### src/rtl/buzzer_mode_ctrl.sv
// Mode controller / arbiter for the shared buzzer and LED bar: owns the current
// mode and play/pause state, and inserts a silent gap on every mode change.
module buzzer_mode_ctrl #(
   parameter int unsigned MUTE_CYCLES = 100000
) (
   input  logic       clk,
   input  logic       reset,
   input  logic       mode_btn,
   input  logic       play_btn,
   input  logic [3:0] free_note,
   input  logic [1:0] free_octave,
   input  logic [6:0] free_led,
   input  logic [3:0] auto_note,
   input  logic [1:0] auto_octave,
   input  logic [6:0] auto_led,
   input  logic [3:0] learn_note,
   input  logic [1:0] learn_octave,
   input  logic [6:0] learn_led,
   output logic [3:0] note_out,
   output logic [1:0] octave_out,
   output logic [6:0] led_out,
   output logic       play_state,
   output logic [1:0] mode,
   output logic       muting
);

   // Mode-state encodings match the tgt encoding so MUTE can exit with state <= tgt.
   localparam logic [1:0] S_FREE  = 2'b00;
   localparam logic [1:0] S_AUTO  = 2'b01;
   localparam logic [1:0] S_LEARN = 2'b10;
   localparam logic [1:0] S_MUTE  = 2'b11;

   localparam logic [23:0] RELOAD = 24'(MUTE_CYCLES - 1);

   logic [1:0]  state;
   logic [1:0]  tgt;
   logic [23:0] cnt;
   logic        mode_q;
   logic        play_q;
   logic        mode_edge;
   logic        play_edge;

   logic [3:0]  note_nxt;
   logic [1:0]  octave_nxt;
   logic [6:0]  led_nxt;

   function automatic logic [1:0] next_mode(input logic [1:0] cur);
      case (cur)
         S_FREE:  next_mode = S_AUTO;
         S_AUTO:  next_mode = S_LEARN;
         default: next_mode = S_FREE;
      endcase
   endfunction

   always_comb begin
      mode_edge = mode_btn & ~mode_q;
      play_edge = play_btn & ~play_q;
   end

   always_ff @(posedge clk or negedge reset) begin
      if (!reset) begin
         mode_q     <= 1'b1;
         play_q     <= 1'b1;
         state      <= S_FREE;
         tgt        <= S_FREE;
         cnt        <= '0;
         play_state <= 1'b0;
      end else begin
         mode_q <= mode_btn;
         play_q <= play_btn;
         case (state)
            S_MUTE: begin
               play_state <= 1'b0;
               if (mode_edge) begin
                  tgt <= next_mode(tgt);
                  cnt <= RELOAD;
               end else if (cnt == '0) begin
                  state <= tgt;
               end else begin
                  cnt <= cnt - 24'd1;
               end
            end
            default: begin
               // A mode edge wins over a coincident play edge, which is dropped.
               if (mode_edge) begin
                  tgt        <= next_mode(tgt);
                  cnt        <= RELOAD;
                  state      <= S_MUTE;
                  play_state <= 1'b0;
               end else if (play_edge && state != S_FREE) begin
                  play_state <= ~play_state;
               end
            end
         endcase
      end
   end

   always_comb begin
      note_nxt   = '0;
      octave_nxt = '0;
      led_nxt    = '0;
      case (state)
         S_FREE: begin
            note_nxt   = free_note;
            octave_nxt = free_octave;
            led_nxt    = free_led;
         end
         S_AUTO: begin
            if (play_state) begin
               note_nxt   = auto_note;
               octave_nxt = auto_octave;
               led_nxt    = auto_led;
            end
         end
         S_LEARN: begin
            if (play_state) begin
               note_nxt   = learn_note;
               octave_nxt = learn_octave;
               led_nxt    = learn_led;
            end
         end
         default: ;
      endcase
   end

   always_ff @(posedge clk or negedge reset) begin
      if (!reset) begin
         note_out   <= '0;
         octave_out <= '0;
         led_out    <= '0;
         muting     <= 1'b0;
      end else begin
         note_out   <= note_nxt;
         octave_out <= octave_nxt;
         led_out    <= led_nxt;
         muting     <= (state == S_MUTE);
      end
   end

   assign mode = tgt;

endmodule

### config.mk
export PLATFORM = sky130hd
export DESIGN_NAME = buzzer_mode_ctrl
export DESIGN_NICKNAME = d
export VERILOG_FILES = /design/src/rtl/buzzer_mode_ctrl.sv
export SDC_FILE = /design/constraint.sdc
export NUM_CORES = 1
export LEC_CHECK = 0
export ABC_AREA = 1
export CAP_MARGIN = 10
export CORE_ASPECT_RATIO = 1.75
export CORE_MARGIN = 5
export CORE_UTILIZATION = 45
export DETAILED_ROUTE_END_ITERATION = 8
export GPL_ROUTABILITY_DRIVEN = 0
export GPL_TIMING_DRIVEN = 0
export HOLD_SLACK_MARGIN = 0.15
export PLACE_DENSITY = 0.81
export REMOVE_ABC_BUFFERS = 1
export SETUP_SLACK_MARGIN = 0.4
export SYNTH_ARGS = -nofsm -noshare
export SYNTH_HDL_FRONTEND = slang
export SYNTH_SLANG_ARGS = --single-unit
### constraint.sdc
create_clock -name clk -period 1.6 [get_ports clk]
set_input_delay 0.24 -clock clk [delete_from_list [all_inputs] [get_ports clk]]
set_output_delay 0.24 -clock clk [all_outputs]
set_load 0.01 [all_outputs]
# == After elaboration in Yosys (flattened, before gate mapping) ==
# Index checks and enable logic that the tools add are counted.
# totals
out_inout_bits,17
word_cells,53
reg_bits,45
inputBits,43
# classes
reduce_logical,10
n_addsub,1
muxes,21
eq_ne,6
bitwise_logic,5
# ops
op,count
$mux W24,4
$logic_not A24 Y1,1
$sub A24 B1 Y24 const B,1
$pmux W7 S3,1
$mux W7,2
$mux W2,6
$pmux W4 S3,1
$mux W4,2
$pmux W2 S3,1
$reduce_bool A2 Y1,3
$eq A2 B1 Y1 const B,2
$eq A2 B2 Y1 const B,2
$logic_not A2 Y1,2
$ne A2 B2 Y1 const B,2
$pmux W2 S2,1
$mux W1,3
$not A1 Y1,3
$reduce_and A3 Y1,1
$reduce_bool A3 Y1,1
$and A1 B1 Y1,2
$reduce_and A2 Y1,1
$logic_and A1 B1 Y1,1

# == Depth between registers and ports, before layout ==
# Gate-level depths: netlist (run 1).
# depth
word_depth,6
ltp_mapped,10
depth_no_buf,9

# == Worst setup path after synthesis (run 1) ==
# Ideal clock, no wire load.
# synth_path
path_type,register to register
startpoint,reg mode_q
endpoint,reg cnt[8]
synth_period_minus_slack_ns,1.710
setup_slack_ns,-0.110
arrival_ns,1.588
n_path_buf,2
stages_incl_launch_ff,10
required_ns,1.478
cell_sequence,dfstp_2 > nor2_2 > inv_1 > buf_2 > ha_1 > inv_1 > nand2_4 > buf_12 > nand2_1 > o21ai_2
# synth_between
elab_chain_cells,4
# synth_rtl
item,line,source
"start, declared",38,logic mode_q;
"start signal, assigned",69,mode_q <= mode_btn;
$not A1 Y1 (*),56,mode_edge = mode_btn & ~mode_q;
$and A1 B1 Y1 (*),56,
$ne A2 B2 Y1 (no source line) (tied with other cells),--,
$reduce_and A2 Y1 (no source line) or $mux W24 (tied branches),--,
"end signal, assigned",80,cnt <= cnt - 24'd1;
"end, declared",37,logic [23:0] cnt;
# Every way passes the cells marked *; elsewhere a longest branch is shown, timed or not.
# A chain may end at the register's enable or synchronous reset.

# == Worst setup path after layout (run 1) ==
# layout_path
startpoint,reg cnt[6]
endpoint,reg cnt[23]
# layout_between
elab_chain_cells,4
# layout_rtl
item,line,source
$sub A24 B1 Y24,80,
$mux W24,77,end else if (cnt == '0) begin
$mux W24,74,if (mode_edge) begin
$mux W24,71,case (state)
# Several ways; a longest one is shown, not always the timed one. The select of a mux whose other input is x is not followed.

==> impl_metrics.csv, run 1 <==
group,metric,value,unit
synth,synth_cell_types,30,
clock_tree,clockRootBuffer,"clkbuf_8",
sta,finalSetupViolCount,7,
clock_tree,cts_tree,"yes",
drt,final_antenna_net_count,0,
synth,syn_area_per_cell,7.667,sq um
sta,drv_slew,0,
finish,finalInstanceArea,4365,sq um
status,status,"finished, violations left",
sta,timing.final.crit_period,1.681,ns
synth,netlist_area,2645,sq um
global_route,grt_max_degree,27,
clock_tree,clock_sinks,45,
sta,clock.fmax,594.8,MHz
floorplanning,num_rows,37,
floorplanning,core,5787,sq um
floorplanning,dieWidth,67.96,microns
placement,dpl_cell_area,3269,sq um
floorplanning,start_util,45.71,%
clock_tree,cts_buffer_depth,2,
drt,wl_per_cell,19.38,microns
drt,drcViolationCount,0,
global_route,grt_usage,24.63,%
pwr,ir_worst_vdd,1.105,mV
worst_setup_path,worst_setup_path_end_kind,"register",
synth,synth_edf_count,0,
worst_setup_path,crit_type,"reg2reg",
finish,final_nets,505,
drt,drt-vias-per-instance,5.742,
synth,ys.flop_type,"dfrtp_1",
synth,synthArstFlopShare,100.0,%
worst_setup_path,r2r_end,"cnt[23]",
hold_path,min_from,"play_btn",
sta,hold_viol_final,0,
sta,rsz0062_at_grt,"yes",
sta,min_period_over_period,105.1,%
sta,finalClockSkew,0.01452,ns
global_route,grt_pass1_vias,2971,
synth,syn_inst,345,
synth,seq_area_frac_synth,42.67,%
placement,dp_hpwl,5.082,mm
sta,max_slew_margin,65.64,%
worst_setup_path,rrSetupSlack,-0.08,ns
drt,wl,10.43,mm
floorplanning,dieArea,7572,sq um
worst_setup_path,crit_required,1.87,ns
hold_path,hold-path-cell-count,1,
global_route,antenna_found_initial,0,
worst_setup_path,cp_cell_sequence,"nor2_1 > nand2_1 > nor2_4 > nand3_1 > nor2_1 > nand3_1 > nand2_1",
finish,fill_cells,354,
worst_setup_path,worstPathArrival,1.96,ns
worst_setup_path,r2r_cells,7,
worst_setup_path,r2r-start,"cnt[6]",
finish,utilization,75.44,%
worst_setup_path,cp-start-kind,"register",
worst_setup_path,critical-path-slowest-cell,"dfrtp_1",
pwr,leakage,0.001903,uW
floorplanning,die_h,111.4,microns
drt,num_vias,3089,
floorplanning,pin_count,60,
drt,first_iter_violations,304,
placement,io_buffers,59,
clock_tree,numCtsBuffers,5,
drt,drt_first_pass_iters,8,
pwr,pwr_density_cell,1546,nW/um^2
worst_setup_path,crit_fanout,8,
finish,syn_to_final_growth,65.04,%
worst_setup_path,max_stage_delay,0.45,ns
global_route,grt_overflow,0,
sta,hold_slack,0.3633,ns
synth,ys_ff_latch,45,
clock_tree,clk_pin_slew,0.10,ns
job,max-cap-violations,0,
synth,yosys_warnings,0,
finish,antennaDiodeCount,0,
hold_path,hp-class,"in2reg",
finish,drive_gt1_share,38.48,%
hold_path,whs_endpoint,"play_q",
sta,setup_ws,-0.08127,ns
global_route,grt_pass1_wl,14.13,mm
sta,tightestPinTransition,0.5154,ns
status,violations,"setup timing",
clock_tree,htreeDepth,2,
clock_tree,clk_latency,0.33,ns
-- synthesized netlist by cell type (3+ instances only) --
master	number	share of area, %
dfrtp_1	43	41
xnor2_1	3	0.99
o221ai_1	13	4.3
xor2_1	7	2.3
ha_1	3	1.4
nand3_1	16	3.0
clkbuf_1	6	0.85
o21ai_0	13	2.5
nand2_1	124	18
nand3b_1	5	1.4
nor2_2	5	1.2
nor2_1	43	6.1
nand4_1	8	1.9
o21ai_2	10	3.3
inv_1	24	3.4
-- state kept, by name, indices dropped and copies added, names as in the netlist, 2 cells and up --
register,count
state,2
cnt,24
mode,2
note_out,4
octave_out,2
led_out,7
-- layout by cell type (no fill, tap or decap), types with 7 or more instances in the layout --
cell type and instances:
o221ai_2 7, nand2_1 110, nor2_4 19, inv_1 19, o21ai_2 16, nand2_2 10
nor2_1 21, nand3_1 10, clkdlybuf4s15_1 8, clkdlybuf4s50_1 40, dfrtp_1 31, buf_4 38
buf_6 8, clkbuf_2 8, nand4_1 8, nor2_2 10, dfrtp_2 11
-- final cells by class --
| class | count | area, sq um | area share (%) |
|---|---|---|---|
| multi-input combinational | 270 | 1817 | 41.62 |
| sequential | 45 | 1146 | 26.25 |
| timing repair buffer | 113 | 1079 | 24.71 |
| inverter | 24 | 110.1 | 2.522 |
| tap | 78 | 97.59 | 2.236 |
| clock buffer | 7 | 86.33 | 1.978 |
| clock inverter | 1 | 30.03 | 0.6879 |
-- layer usage --
layer	vias up	part of all wire, %	track usage (%)
met1	1430	31	23.50
li1	1355	-	-
met5	-	0	0
met3	64	9.2	6.963
met2	240	54	43.56
met4	0	6.2	15.67
-- cells by family after synthesis --
| family | after synthesis | synth area share (%) |
|---|---|---|
| compound gates | 39 | 10.83 |
| xor+xnor | 10 | 3.311 |
| fa+ha+maj | 3 | 1.419 |
| buf+inv | 35 | 6.386 |
| flops | 45 | 42.67 |
| simple gates | 213 | 35.38 |
-- critical path: cells and delay by family (launching register included) --
family / cells / cell delay, ns
AND/OR/NAND/NOR: 7 / 1.19
flip-flops: 1 / 0.45
-- stage by stage --
step / power (uW) / std cells / TNS, ns / setup slack, ns
6_report: 6749 / 538 / -0.2738 / -0.08127
5_1_grt: 7069 / 538 / -1.136 / -0.1672
4_1_cts: 5720 / 517 / 0 / 0.05628
3_5_place_dp: 3950 / 472 / -21.99 / -1.042
3_3_place_gp: 3882 / 471 / -62.20 / -0.9947
2_1_floorplan: 3053 / 334 / -1.809 / -0.1749
-- worst max-delay path by stage --
stage | startpoint | endpoint | slack [ns] | depth (start not counted)
detailed placement | mode_btn | cnt[5] | -1.04 | 8
CTS | cnt[0] | cnt[0] | 0.06 | 9
finish | cnt[6] | cnt[23] | -0.08 | 7
global placement | mode_btn | cnt[0] | -0.99 | 9
floorplan | mode_q | cnt[0] | -0.17 | 7
global route | cnt[6] | cnt[23] | -0.17 | 7
-- report_power, final --
group          leakage (uW)  internal (uW)  total, uW  switching (uW)
sequential         0.000559           1500       1870             368
combinational       0.00129           1740       3930            2190
clock             0.0000585            510        947             437
-- what timing repair did --
item                                   CTS  global route
pin swaps                               15            19
endpoints found under the hold margin   18             1
gates cloned                             4             2
hold buffers                             1             1
setup endpoints to repair               57            50
gates resized for setup                109            80
buffers inserted                        32            18
(Power assumes the default switching activity.)
==> inputs of run 2 (changes only) <==
Settings changed: PLACE_DENSITY 0.81 to 0.78.
Clock period 1.6 ns to 1.9 ns, I/O delays scaled along.
==> run 2 against run 1 <==
Against the previous run: the run now ends clean; critical endpoint is now cnt[17]; count of clock-buffer cells in the layout fell by 1; critical path depth grew 3; maximum frequency rose by 2.2%; critical path type unchanged; non-clock buffer count down 10; die area stayed put; largest power group unchanged.
==> impl_metrics.csv, run 2 (synthesis results as in run 1) <==
group,metric,value,unit
clock_tree,cts_tree,"yes",
sta,finalSetupViolCount,0,
global_route,grt_overflow,0,
global_route,globalRouteMet1Util,21.11,%
drt,num_vias,2874,
sta,rsz0062_at_grt,"yes",
floorplanning,dieWidth,67.96,microns
sta,min_period_over_period,86.56,%
finish,fill_cells,408,
pwr,ir_worst_vdd,0.9807,mV
clock_tree,clockRootBuffer,"clkbuf_8",
worst_setup_path,crit_type,"reg2reg",
worst_setup_path,worstPathArrival,1.87,ns
sta,timing.final.crit_period,1.645,ns
drt,drt_first_pass_iters,5,
sta,clock.fmax,608.1,MHz
floorplanning,start_util,45.71,%
sta,drv_slew,0,
sta,tightestPinTransition,0.5150,ns
placement,dp_hpwl,4.936,mm
finish,multiInputGateArea,1709,sq um
status,status,"finished, final reports clean",
pwr,leakage,0.001954,uW
floorplanning,dieArea,7572,sq um
global_route,busiest_layer,"met2",
floorplanning,num_rows,37,
job,max-cap-violations,0,
sta,max_slew_margin,65.63,%
finish,final-seq-area,1145,sq um
drt,final_antenna_net_count,0,
worst_setup_path,crit_fanout,3,
clock_tree,numCtsBuffers,5,
worst_setup_path,worst_setup_path_end_kind,"register",
worst_setup_path,cp-start-kind,"register",
clock_tree,clk_pin_slew,0.09,ns
sta,finalClockSkew,0.006566,ns
global_route,grt_pass1_wl,12.72,mm
finish,reg_top3,"cnt (24), led_out (7), note_out (4)",
hold_path,hp-class,"in2reg",
clock_tree,clk_latency,0.32,ns
finish,largest_reg_flops,24,
drt,drt-vias-per-instance,5.464,
clock_tree,cts_buffer_depth,2,
finish,antennaDiodeCount,0,
finish,syn_to_final_growth,58.09,%
sta,hold_viol_final,0,
clock_tree,clock_sinks,45,
finish,final_nets,493,
finish,final_common_cell,"nand2_1",
floorplanning,core,5787,sq um
drt,first_iter_violations,162,
sta,setup_ws,0.2554,ns
finish,top_register,"cnt",
drt,drcViolationCount,0,
floorplanning,die_h,111.4,microns
finish,final_cell_mix,"102 x nand2_1, 42 x clkdlybuf4s50_1, 33 x buf_4",
global_route,grt_pass1_vias,2752,
global_route,met2_usage,39.69,%
global_route,grt_max_degree,27,
finish,drive_gt1_share,34.15,%
clock_tree,htreeDepth,2,
floorplanning,pin_count,60,
worst_setup_path,crit_required,2.13,ns
placement,io_buffers,59,
placement,pre_cts_ws,-0.8240,ns
global_route,antenna_found_initial,0,
global_route,grt_usage,22.41,%
pwr,pwr_density_cell,1231,nW/um^2
drt,wl_per_cell,17.12,microns
pwr,total_power,5149,uW
global_route,use_met3,5.954,%
drt,wl,9.007,mm
==> run 2: where the power goes <==
| group | internal, uW | switching (uW) |
|---|---|---|
| logic | 1240 | 1630 |
| clock network | 395 | 359 |
| registers | 1260 | 267 |
| total | 2900 | 2250 |
==> run 2: timing repair <==
action | in CTS | in global routing
gates resized for setup | 60 | 72
cloned | 4 | 0
endpoints found under the hold margin | 18 | 0
endpoints found under the setup margin | 33 | 43
pin swaps | 13 | 23
hold buffers | 1 | 0
setup buffers | 16 | 25
==> run 2: stage by stage <==
step / hold WS (ns) / cell area (sq um) / cells / TNS, ns / util (%)
2_1_floorplan: -0.01059 / 2566 / 334 / 0 / -
3_3_place_gp: 0.4684 / 3254 / 471 / -44.81 / 56.24
3_5_place_dp: 0.2780 / 3269 / 472 / -16.14 / 56.50
4_1_cts: 0.2225 / 3777 / 501 / 0 / 65.28
5_1_grt: 0.2146 / 4182 / 526 / 0 / 72.26
6_report: 0.2282 / 4182 / 526 / 0 / 72.26
==> run 2: routing by layer <==
metal	vias up	share of wire [%]	routed length [microns]
met2	131	56	5055
li1	1334	-	-
met5	-	0	0
met3	33	6.5	586
met1	1376	32	2913
met4	0	5.0	451
==> run 2: worst max-delay path, cell delays in order, from the launching register on <==
cell,delay (ns)
dfrtp_1,0.41
inv_2,0.12
ha_4,0.17
nand3_4,0.09
nor2_4,0.16
nand4_4,0.15
buf_4,0.18
nand3_1,0.08
nand2_1,0.08
nand2_1,0.08
inv_1,0.04
==> run 2: final cells by class <==
| class | count | share of cell area, % |
|---|---|---|
| Tap cell | 78 | 2.334 |
| Timing Repair Buffer | 103 | 24.33 |
| Inverter | 24 | 2.424 |
| Clock buffer | 6 | 1.735 |
| Multi-Input combinational cell | 268 | 40.87 |
| Clock inverter | 2 | 0.9276 |
| Sequential cell | 45 | 27.38 |
==> run 2: path summary, 6_finish.rpt <==
kind	cells past startpoint	slack [ns]	endpoint	from
worst max register to register	10	0.26	cnt[17]	cnt[1]
min in group asynchronous	2	0.46	cnt[22]	reset
worst min register to register	2	0.52	cnt[23]	cnt[23]
worst max-delay path	10	0.26	cnt[17]	cnt[1]
worst min-delay path	1	0.23	mode_q	mode_btn
max in group asynchronous	3	0.85	play_q	reset
